===== config.mk =====
export PLATFORM = sky130hd
export DESIGN_NAME = divclk_monitor_flat
export DESIGN_NICKNAME = d
export VERILOG_FILES = /design/src/rtl/divclk_monitor_if.sv /design/src/rtl/divclk_monitor.sv /design/src/flat_wrapper.sv
export SDC_FILE = /design/constraint.sdc
export NUM_CORES = 1
export LEC_CHECK = 0
export CAP_MARGIN = 20
export CORE_ASPECT_RATIO = 1.5
export CORE_MARGIN = 2
export CORE_UTILIZATION = 50
export DETAILED_ROUTE_END_ITERATION = 10
export PLACE_DENSITY = 0.73
export SLEW_MARGIN = 20
export SYNTH_ARGS = -nofsm -noshare
export SYNTH_HDL_FRONTEND = slang
export SYNTH_SLANG_ARGS = --single-unit

===== constraint.sdc =====
create_clock -name clk_in -period 2.4 [get_ports clk_in]
set_input_delay 0.48 -clock clk_in [delete_from_list [all_inputs] [get_ports clk_in]]
set_output_delay 0.48 -clock clk_in [all_outputs]
set_load 0.01 [all_outputs]

===== src/rtl/divclk_monitor_if.sv =====
// -----------------------------------------------------------------------------
// divclk_monitor_if
// Bundles the divided-clock observation inputs and the measurement results of
// divclk_monitor.
//   clk_div    : divided clock from the divider's clk_out
//   scale      : 8-bit division setting, same bus as the divider's scale input
//   period     : last rising-to-rising interval, in clk_in cycles
//   high_time  : last high phase, in clk_in cycles
//   meas_valid : one-cycle pulse when period/high_time update
//   locked     : consecutive periods agree
//   stalled    : no divided-clock rising edge within the timeout
//   mismatch   : period differs from 2*(scale+1) (zero unless the check is built)
// Modports: master = stimulus / divider side, slave = the monitor.
// -----------------------------------------------------------------------------
interface divclk_monitor_if #(
   parameter int unsigned CNT_W = 16
) ();
   logic             clk_div;
   logic [7:0]       scale;
   logic [CNT_W-1:0] period;
   logic [CNT_W-1:0] high_time;
   logic             meas_valid;
   logic             locked;
   logic             stalled;
   logic             mismatch;

   modport master (
      output clk_div, scale,
      input  period, high_time, meas_valid, locked, stalled, mismatch
   );

   modport slave (
      input  clk_div, scale,
      output period, high_time, meas_valid, locked, stalled, mismatch
   );
endinterface


===== src/rtl/divclk_monitor.sv =====
// -----------------------------------------------------------------------------
// divclk_monitor
// Measures period and high time of a divided clock in clk_in cycles, reports
// lock once LOCK_CNT consecutive periods agree, and flags a stalled divided
// clock when no rising edge arrives within TIMEOUT cycles.
// Ports:
//   clk_in : system clock (same clock as the divider)
//   rst    : synchronous reset, active-high
//   bus    : divclk_monitor_if.slave (clk_div, scale in; results out)
// Parameters: CNT_W (counter/output width), TIMEOUT (< 2^CNT_W-1),
//             LOCK_CNT (1..15).
// Optional build macro: DIVCLK_EXPECT_CHECK_EN builds the period-vs-scale
// comparator driving mismatch; without it mismatch is tied to 0.
// -----------------------------------------------------------------------------
module divclk_monitor #(
   parameter int unsigned CNT_W    = 16,
   parameter int unsigned TIMEOUT  = 1000,
   parameter int unsigned LOCK_CNT = 4
) (
   input  logic            clk_in,
   input  logic            rst,
   divclk_monitor_if.slave bus
);

   localparam logic [1:0] StIdle  = 2'd0;
   localparam logic [1:0] StMeas  = 2'd1;
   localparam logic [1:0] StStall = 2'd2;

   localparam logic [CNT_W-1:0] CntMax   = {CNT_W{1'b1}};
   localparam logic [CNT_W-1:0] CntOne   = CNT_W'(1);
   localparam logic [CNT_W-1:0] TimeoutC = CNT_W'(TIMEOUT);
   localparam logic [3:0]       LockSat  = 4'(LOCK_CNT);
   localparam logic [3:0]       LockTgt  = 4'(LOCK_CNT - 1);

   logic             r_d1, r_d2;
   logic [CNT_W-1:0] r_cnt, r_hcnt;
   logic [1:0]       r_state;
   logic [7:0]       r_scale_q;
   logic [CNT_W-1:0] r_period, r_high_time;
   logic             r_meas_valid, r_locked, r_stalled;
   logic [3:0]       r_mcnt;
   logic             r_hist_valid;

   logic             w_rise, w_scale_chg, w_timeout, w_same;
   logic [CNT_W-1:0] w_cnt_inc, w_hcnt_inc;
   logic [CNT_W-1:0] w_cnt_nxt, w_hcnt_nxt;
   logic [1:0]       w_state_nxt;
   logic [CNT_W-1:0] w_period_nxt, w_high_time_nxt;
   logic             w_meas_valid_nxt, w_locked_nxt, w_stalled_nxt;
   logic [3:0]       w_mcnt_nxt;
   logic             w_hist_valid_nxt;

   assign w_rise      = r_d1 & ~r_d2;
   assign w_scale_chg = (bus.scale != r_scale_q);
   assign w_timeout   = (r_cnt == TimeoutC);
   // Only compare against r_period once a measurement exists in this run.
   assign w_same      = r_hist_valid && (r_cnt == r_period);

   always_comb begin
      w_cnt_inc  = (r_cnt  == CntMax) ? r_cnt  : r_cnt  + CntOne;
      w_hcnt_inc = (r_hcnt == CntMax) ? r_hcnt : r_hcnt + CntOne;
   end

   always_comb begin
      w_state_nxt      = r_state;
      w_cnt_nxt        = w_rise ? CntOne : w_cnt_inc;
      w_hcnt_nxt       = w_rise ? CntOne : (r_d1 ? w_hcnt_inc : r_hcnt);
      w_period_nxt     = r_period;
      w_high_time_nxt  = r_high_time;
      w_meas_valid_nxt = 1'b0;
      w_locked_nxt     = r_locked;
      w_stalled_nxt    = r_stalled;
      w_mcnt_nxt       = r_mcnt;
      w_hist_valid_nxt = r_hist_valid;

      if (w_scale_chg) begin
         // Drop the partial interval; results hold, lock/stall state restarts.
         w_state_nxt      = StIdle;
         w_cnt_nxt        = '0;
         w_hcnt_nxt       = '0;
         w_locked_nxt     = 1'b0;
         w_stalled_nxt    = 1'b0;
         w_mcnt_nxt       = '0;
         w_hist_valid_nxt = 1'b0;
      end else begin
         case (r_state)
            StIdle: begin
               if (w_rise) begin
                  w_state_nxt = StMeas;
               end else if (w_timeout) begin
                  w_state_nxt      = StStall;
                  w_stalled_nxt    = 1'b1;
                  w_locked_nxt     = 1'b0;
                  w_mcnt_nxt       = '0;
                  w_hist_valid_nxt = 1'b0;
               end
            end
            StMeas: begin
               if (w_rise) begin
                  // Counters still hold the closing interval's values here.
                  w_period_nxt     = r_cnt;
                  w_high_time_nxt  = r_hcnt;
                  w_meas_valid_nxt = 1'b1;
                  w_hist_valid_nxt = 1'b1;
                  if (w_same) begin
                     w_mcnt_nxt = (r_mcnt < LockSat) ? r_mcnt + 4'd1 : r_mcnt;
                  end else begin
                     w_mcnt_nxt = '0;
                  end
                  w_locked_nxt = (w_mcnt_nxt >= LockTgt);
               end else if (w_timeout) begin
                  w_state_nxt      = StStall;
                  w_stalled_nxt    = 1'b1;
                  w_locked_nxt     = 1'b0;
                  w_mcnt_nxt       = '0;
                  w_hist_valid_nxt = 1'b0;
               end
            end
            StStall: begin
               // The recovering edge only opens a fresh interval.
               if (w_rise) begin
                  w_state_nxt   = StMeas;
                  w_stalled_nxt = 1'b0;
               end
            end
            default: begin
               w_state_nxt = StIdle;
            end
         endcase
      end
   end

   always_ff @(posedge clk_in) begin
      r_scale_q <= bus.scale;
      if (rst) begin
         r_d1         <= 1'b0;
         r_d2         <= 1'b0;
         r_cnt        <= '0;
         r_hcnt       <= '0;
         r_state      <= StIdle;
         r_period     <= '0;
         r_high_time  <= '0;
         r_meas_valid <= 1'b0;
         r_locked     <= 1'b0;
         r_stalled    <= 1'b0;
         r_mcnt       <= '0;
         r_hist_valid <= 1'b0;
      end else begin
         r_d1         <= bus.clk_div;
         r_d2         <= r_d1;
         r_cnt        <= w_cnt_nxt;
         r_hcnt       <= w_hcnt_nxt;
         r_state      <= w_state_nxt;
         r_period     <= w_period_nxt;
         r_high_time  <= w_high_time_nxt;
         r_meas_valid <= w_meas_valid_nxt;
         r_locked     <= w_locked_nxt;
         r_stalled    <= w_stalled_nxt;
         r_mcnt       <= w_mcnt_nxt;
         r_hist_valid <= w_hist_valid_nxt;
      end
   end

   assign bus.period     = r_period;
   assign bus.high_time  = r_high_time;
   assign bus.meas_valid = r_meas_valid;
   assign bus.locked     = r_locked;
   assign bus.stalled    = r_stalled;

`ifdef DIVCLK_EXPECT_CHECK_EN
   logic [CNT_W-1:0] w_expect;
   logic             r_mismatch, w_mismatch_nxt;

   // Divider output period is 2*(scale+1) clk_in cycles.
   assign w_expect = CNT_W'({r_scale_q, 1'b0}) + CNT_W'(2);

   always_comb begin
      w_mismatch_nxt = r_mismatch;
      if (w_scale_chg) begin
         w_mismatch_nxt = 1'b0;
      end else if (w_meas_valid_nxt) begin
         w_mismatch_nxt = (r_cnt != w_expect);
      end
   end

   always_ff @(posedge clk_in) begin
      if (rst) begin
         r_mismatch <= 1'b0;
      end else begin
         r_mismatch <= w_mismatch_nxt;
      end
   end

   assign bus.mismatch = r_mismatch;
`else
   assign bus.mismatch = 1'b0;
`endif

endmodule


===== src/flat_wrapper.sv =====
// flat-port wrapper written by rule: the top's interface ports become plain ports
module divclk_monitor_flat 
#(
   parameter int unsigned CNT_W    = 16,
   parameter int unsigned TIMEOUT  = 1000,
   parameter int unsigned LOCK_CNT = 4
)
  (clk_in, rst, bus_clk_div, bus_scale, bus_period, bus_high_time, bus_meas_valid, bus_locked, bus_stalled, bus_mismatch);
  divclk_monitor_if #(.CNT_W(CNT_W)) bus_i ();
  input  logic clk_in;
  input  logic rst;
  input wire logic [$bits(bus_i.clk_div)-1:0] bus_clk_div;
  input wire logic [$bits(bus_i.scale)-1:0] bus_scale;
  output wire logic [$bits(bus_i.period)-1:0] bus_period;
  output wire logic [$bits(bus_i.high_time)-1:0] bus_high_time;
  output wire logic [$bits(bus_i.meas_valid)-1:0] bus_meas_valid;
  output wire logic [$bits(bus_i.locked)-1:0] bus_locked;
  output wire logic [$bits(bus_i.stalled)-1:0] bus_stalled;
  output wire logic [$bits(bus_i.mismatch)-1:0] bus_mismatch;
  assign bus_i.clk_div = bus_clk_div;
  assign bus_i.scale = bus_scale;
  assign bus_period = bus_i.period;
  assign bus_high_time = bus_i.high_time;
  assign bus_meas_valid = bus_i.meas_valid;
  assign bus_locked = bus_i.locked;
  assign bus_stalled = bus_i.stalled;
  assign bus_mismatch = bus_i.mismatch;
  divclk_monitor #(.CNT_W(CNT_W), .TIMEOUT(TIMEOUT), .LOCK_CNT(LOCK_CNT)) u_core (.clk_in(clk_in), .rst(rst), .bus(bus_i));
endmodule

; ---- After elaboration in Yosys (flattened, before gate mapping)
; Index checks and enable logic that the tools add are counted.
[word_totals]
regBits = 84
output_inout_bits = 36
elab_cells = 86
[classes]
bitwise = 5
n_reduce_logical = 15
n_mux = 32
n_eq_ne = 14
addsub = 3
magnitude_cmp = 2
[op_table]
columns = cell, count
row1 = $add A16 B1 Y16 const B, 2
row2 = $eq A16 B16 Y1 const B, 2
row3 = $mux W4, 8
row4 = $eq A16 B10 Y1 const B, 1
row5 = $eq A16 B16 Y1, 1
row6 = $mux W1, 15
row7 = $mux W2, 4
row8 = $ne A2 B1 Y1 const B, 4
row9 = $ne A8 B8 Y1, 1
row10 = $pmux W4 S2, 1
row11 = $reduce_and A2 Y1, 4
row12 = $ne A2 B2 Y1 const B, 3
row13 = $pmux W1 S2, 3
row14 = $pmux W2 S3, 1
row15 = $reduce_bool A2 Y1, 3
row16 = $reduce_or A3 Y1, 2
row17 = $add A4 B1 Y4 const B, 1
row18 = $ge A4 B2 Y1 const B, 1
row19 = $lt A4 B3 Y1 const B, 1
row20 = $not A1 Y1, 4
row21 = $reduce_and A4 Y1, 1
row22 = $reduce_or A2 Y1, 2
row23 = $reduce_and A3 Y1, 1
row24 = $eq A2 B1 Y1 const B, 1
row25 = other kinds (4), 4

; ---- Logic depth before layout (Yosys ltp)
[logic_depth]
ltp_word = 9
ltp_mapped = 9
depth_no_buf = 7

; ---- Worst setup path before layout
; OpenSTA, ideal clock, no wires.
[synth_path]
path_type = reg-to-reg
from = register u_core.r_d1
to = register u_core.r_high_time[0] (netlist: u_core.bus.high_time[0])
setup_ns = 0.128
arrival_ns = 1.911
n_path_buf = 4
slack_ns = 0.362
required_ns = 2.272
path_stages_with_launch = 10
path_cell_list = dfxtp_1 nand2b_1 buf_2 or3b_1 buf_2 or3_1 buf_6 buf_6 mux2i_1 nor2_1
[synth_between]
elab_chain_cells = 2
[synth_lines]
columns = item, line_no
row1 = from (decl), divclk_monitor.sv:35  ; logic r_d1, r_d2;
row2 = from (signal assigned), divclk_monitor.sv:149  ; r_d1 <= bus.clk_div;
row3 = $and A1 B1 Y1, divclk_monitor.sv:53  ; assign w_rise = r_d1 & ~r_d2;
row4 = $reduce_and A3 Y1 (no source line), n/a
row5 = to (signal assigned), divclk_monitor.sv:155  ; r_high_time <= w_high_time_nxt;
row6 = to (decl), divclk_monitor.sv:39  ; logic [CNT_W-1:0] r_period, r_high_time;
; Every way passes these cells.
; A chain may end at the register's enable or synchronous reset.

; ---- Final worst setup path
[layout_path]
from = register u_core.r_d2
to = register u_core.r_period[2] (netlist: u_core.bus.period[2])
[layout_between]
elab_chain_cells = 3
[layout_lines]
columns = item, line_no
row1 = from (decl), divclk_monitor.sv:35
row2 = from (signal assigned), divclk_monitor.sv:150  ; r_d2 <= r_d1;
row3 = $not A1 Y1, divclk_monitor.sv:53
row4 = $and A1 B1 Y1, divclk_monitor.sv:53
row5 = $reduce_and A3 Y1 (no source line), n/a
row6 = to (signal assigned), divclk_monitor.sv:154  ; r_period <= w_period_nxt;
row7 = to (decl), divclk_monitor.sv:39
; Every way passes these cells.

==> summary.md <==
| Metric | Value |
|---|---|
| Initial Util | 51.8% |
| Worst Skew | 0.00632 ns |
| Max Fclk | 485 MHz |
| Top_reg_cell synth | dfxtp_1 |
| Sequential area share after synthesis | 44.9% |
| Ys Warns | 0 |
| Synth cell count leaders | dfxtp_1 (84), nor2_1 (65), xnor2_1 (48), mux2i_1 (34) |
| R2R cell count | 6 |
| CP Capture Type | register |
| # diodes | 0 |
| RR Endpoint | u_core.bus.period[2] |
| Fillers | 659 |
| Synthesized area per cell | 9.16 um2 |
| Via count | 2950 |
| Post-CTS Setup Inserts | 0 |
| H-Tree Depth | 3 |
| Die area | 0.00822 mm2 |
| Synth Register Bits | 84 |
| Sequential Power Share | 59.0% |
| First-pass GRT wire length | 12600 um |
| Yosys top cell by area | dfxtp_1 |
| Leakage power | 0.00173 uW |
| Hold WC Path Type | reg2reg |
| CP delay by family, top | simple AND/OR/NAND/NOR gates |
| Tot Pwr | 2380 uW |
| CP Launch Type | register |
| Critical Path Fanout Max | 32 |
| Hold Vio Cnt, Final | 0 |
| CP arrival | 2.30 ns |
| CTS hold repair buffers | 0 |
| Clock transition at path regs | 0.08 ns |
| Power Internal | 1880 uW |
| Hold Path Sink | u_core.r_hist_valid |
| Gate count after technology mapping | 409 |
| Top-area cell type share of the netlist area | 44.9% |
| Net Count, Synth | 424 |
| Detailed-placement wirelength estimate | 5500 um |
| Placed instance count | 544 |
| Share of total power in combinational logic | 2.6% |
| Routability Congestion | 0.860 |
| Clock Latency Late Sink | 0.35 ns |
| Clk sink count | 84 |
| Status | complete, no violations |
| Power Dens Cells | 527 mW/mm2 |
| Vias in the first global route | 2808 |
| Setup violators final | 0 |
| Clk pwr share | 38.3% |
| Grt ovf | 0 |
| Slowest cell delay on critical path | 0.55 ns |
| Least-Margin Pin Slew | 0.609 ns |
| Initial antenna violation count | 0 |
| Die height | 110 um |
| Slew Limit Fails | 0 |
| Residual DRC | 0 |
| Die W | 74.7 um |
| Hold depth | 1 |
| Worst slew margin | 59.0% |
| IO Pins | 47 |
| Worst r2r src | u_core.r_d2 |
| Fin util | 62.5% |
| Crit. path cell count | 6 |
| Worst setup path start | u_core.r_d2 |
| PostCTS Resize Cnt | 0 |
| CP max-delay cell | or3_2 |
| # rows | 38 |
| Post-synth EDFFs | 0 |
| Sw Pwr | 496 uW |
| Internal reg-to-reg setup slack | 0.34 ns |
| Layout cells sized above 1 | 7.86% |
| Initial DRC count | 110 |
| FFs w/ async S/R, synth | 0% |
| Port-buffer cells | 45 |
| Unrepaired setup endpoints after global routing | no |
| Most common cell in the netlist | dfxtp_1 |
| Fin nets | 470 |
| Std-Cell Core Area | 0.00723 mm2 |
| Final cell count without fillers | 558 |
| CP Class | reg2reg |
| Cts bufs inserted | 9 |
| Setup TNS | 0 ns |
| Clock Path Buffers | 2 |
| Antenna Nets Post-Route | 0 |
| Tmin final | 2.06 ns |
| Area growth syn-to-layout | 20.6% |
| Distinct cells, synth | 49 |
| Drt total wl | 7590 um |
| HP Start | u_core.r_hist_valid |
| Root buf cell | clkbuf_8 |
| WL/cell | 13.6 um |
| CP Cell Sequence | nand2b_1 > or3b_1 > or3_2 > buf_12 > mux2i_1 > nor2_1 |
| Vias per cell | 5.29 |
| Fin crit share | 86.0% |
| CP required | 2.64 ns |
| CTS tree | done |
| Switch share | 20.8% |
| Synthesized area | 0.00375 mm2 |
| Largest net degree at the start of global routing | 33 |
| Synth top area cells | dfxtp_1 (45%), xnor2_1 (11%), mux2i_1 (9.1%) |
| WP buf/inv | 1 |
| Pre-antenna DRT Iters | 4 |
| Tot GR Track Use | 20.0% |
| MaxCap Viol Count | 0 |
| Worst VDD drop | 0.381 mV |
==> cell usage in the layout (no fill, tap or decap), types with 3 or more instances in the layout <==
master           netlist  layout
clkbuf_8               0      12
and3_1                 6       6
ha_1                   4       4
and4_1                 3       3
nor3_1                13      13
inv_1                  3       3
clkdlybuf4s50_1        0      45
a21oi_1               17      17
buf_4                  1      16
nor3b_1                3       3
nand3_1               21      21
nand2_1               16      16
nor2b_1                4       4
mux2i_1               34      34
nand4_1               15      15
dfxtp_1               84      84
nor2_1                65      65
and2_1                 4       4
nor4_1                 6       6
xnor2_1               48      48
==> worst max path at each step <==
stage	slack [ns]	to
floorplan	0.36	u_core.bus.high_time[0]
global placement	0.13	u_core.bus.period[9]
detailed placement	0.05	u_core.r_hcnt[3]
CTS	0.33	u_core.bus.period[2]
global route	0.22	u_core.bus.high_time[6]
finish	0.34	u_core.bus.period[2]
==> flip-flops by register name (all words and copies together) (netlist names), 2 cells and up <==
signal                count
u_core.r_cnt             16
u_core.r_mcnt             4
u_core.bus.high_time     16
u_core.r_state            2
u_core.bus.period        16
u_core.r_hcnt            16
u_core.r_scale_q          8
==> stage by stage <==
step / worst slack, ns / hold WS [ns] / area [um2]
final: 0.337 / 0.453 / 4520
after detailed placement: 0.0519 / 0.440 / 4340
after floorplan: 0.362 / 0.419 / 3750
after global placement: 0.134 / 0.429 / 4340
after CTS: 0.331 / 0.459 / 4520
after global routing: 0.219 / 0.495 / 4520
==> layout make-up <==
type	instances	area [um2]	share of cell area [%]
Multi-Input combinational cell	294	1910	42.3
Sequential cell	84	1680	37.2
Timing Repair Buffer	63	611	13.5
Clock buffer	13	169	3.74
Tap cell	100	125	2.77
Inverter	3	11.3	0.249
Clock inverter	1	7.51	0.166
==> power groups by stage <==
stage	sequential, uW	clock, uW	combinational (uW)
finish	1410	913	62.7
global route	1410	1000	68.8
CTS	1410	945	63.7
detailed placement	1440	0	63.6
global placement	1440	0	61.8
floorplan	1440	0	31.5
==> cell families after synthesis <==
group	synth area share, %
AO/OA/AOI/OAI	5.61
XOR/XNOR	11.5
adder cells (fa/ha/maj)	1.34
buffers and inverters	4.07
flip-flops	44.9
multiplexers	9.69
other	0.100
AND/OR/NAND/NOR	22.8
==> layer usage <==
| metal | up-vias | part of all wire (%) | global-route usage (%) |
|---|---|---|---|
| met2 | 50 | 54 | 35.7 |
| li1 | 1500 | - | - |
| met4 | 0 | 2.0 | 9.31 |
| met5 | - | 0 | 0 |
| met3 | 12 | 2.8 | 3.91 |
| met1 | 1388 | 42 | 22.5 |
No activity file was read; power rests on OpenSTA's default activity.
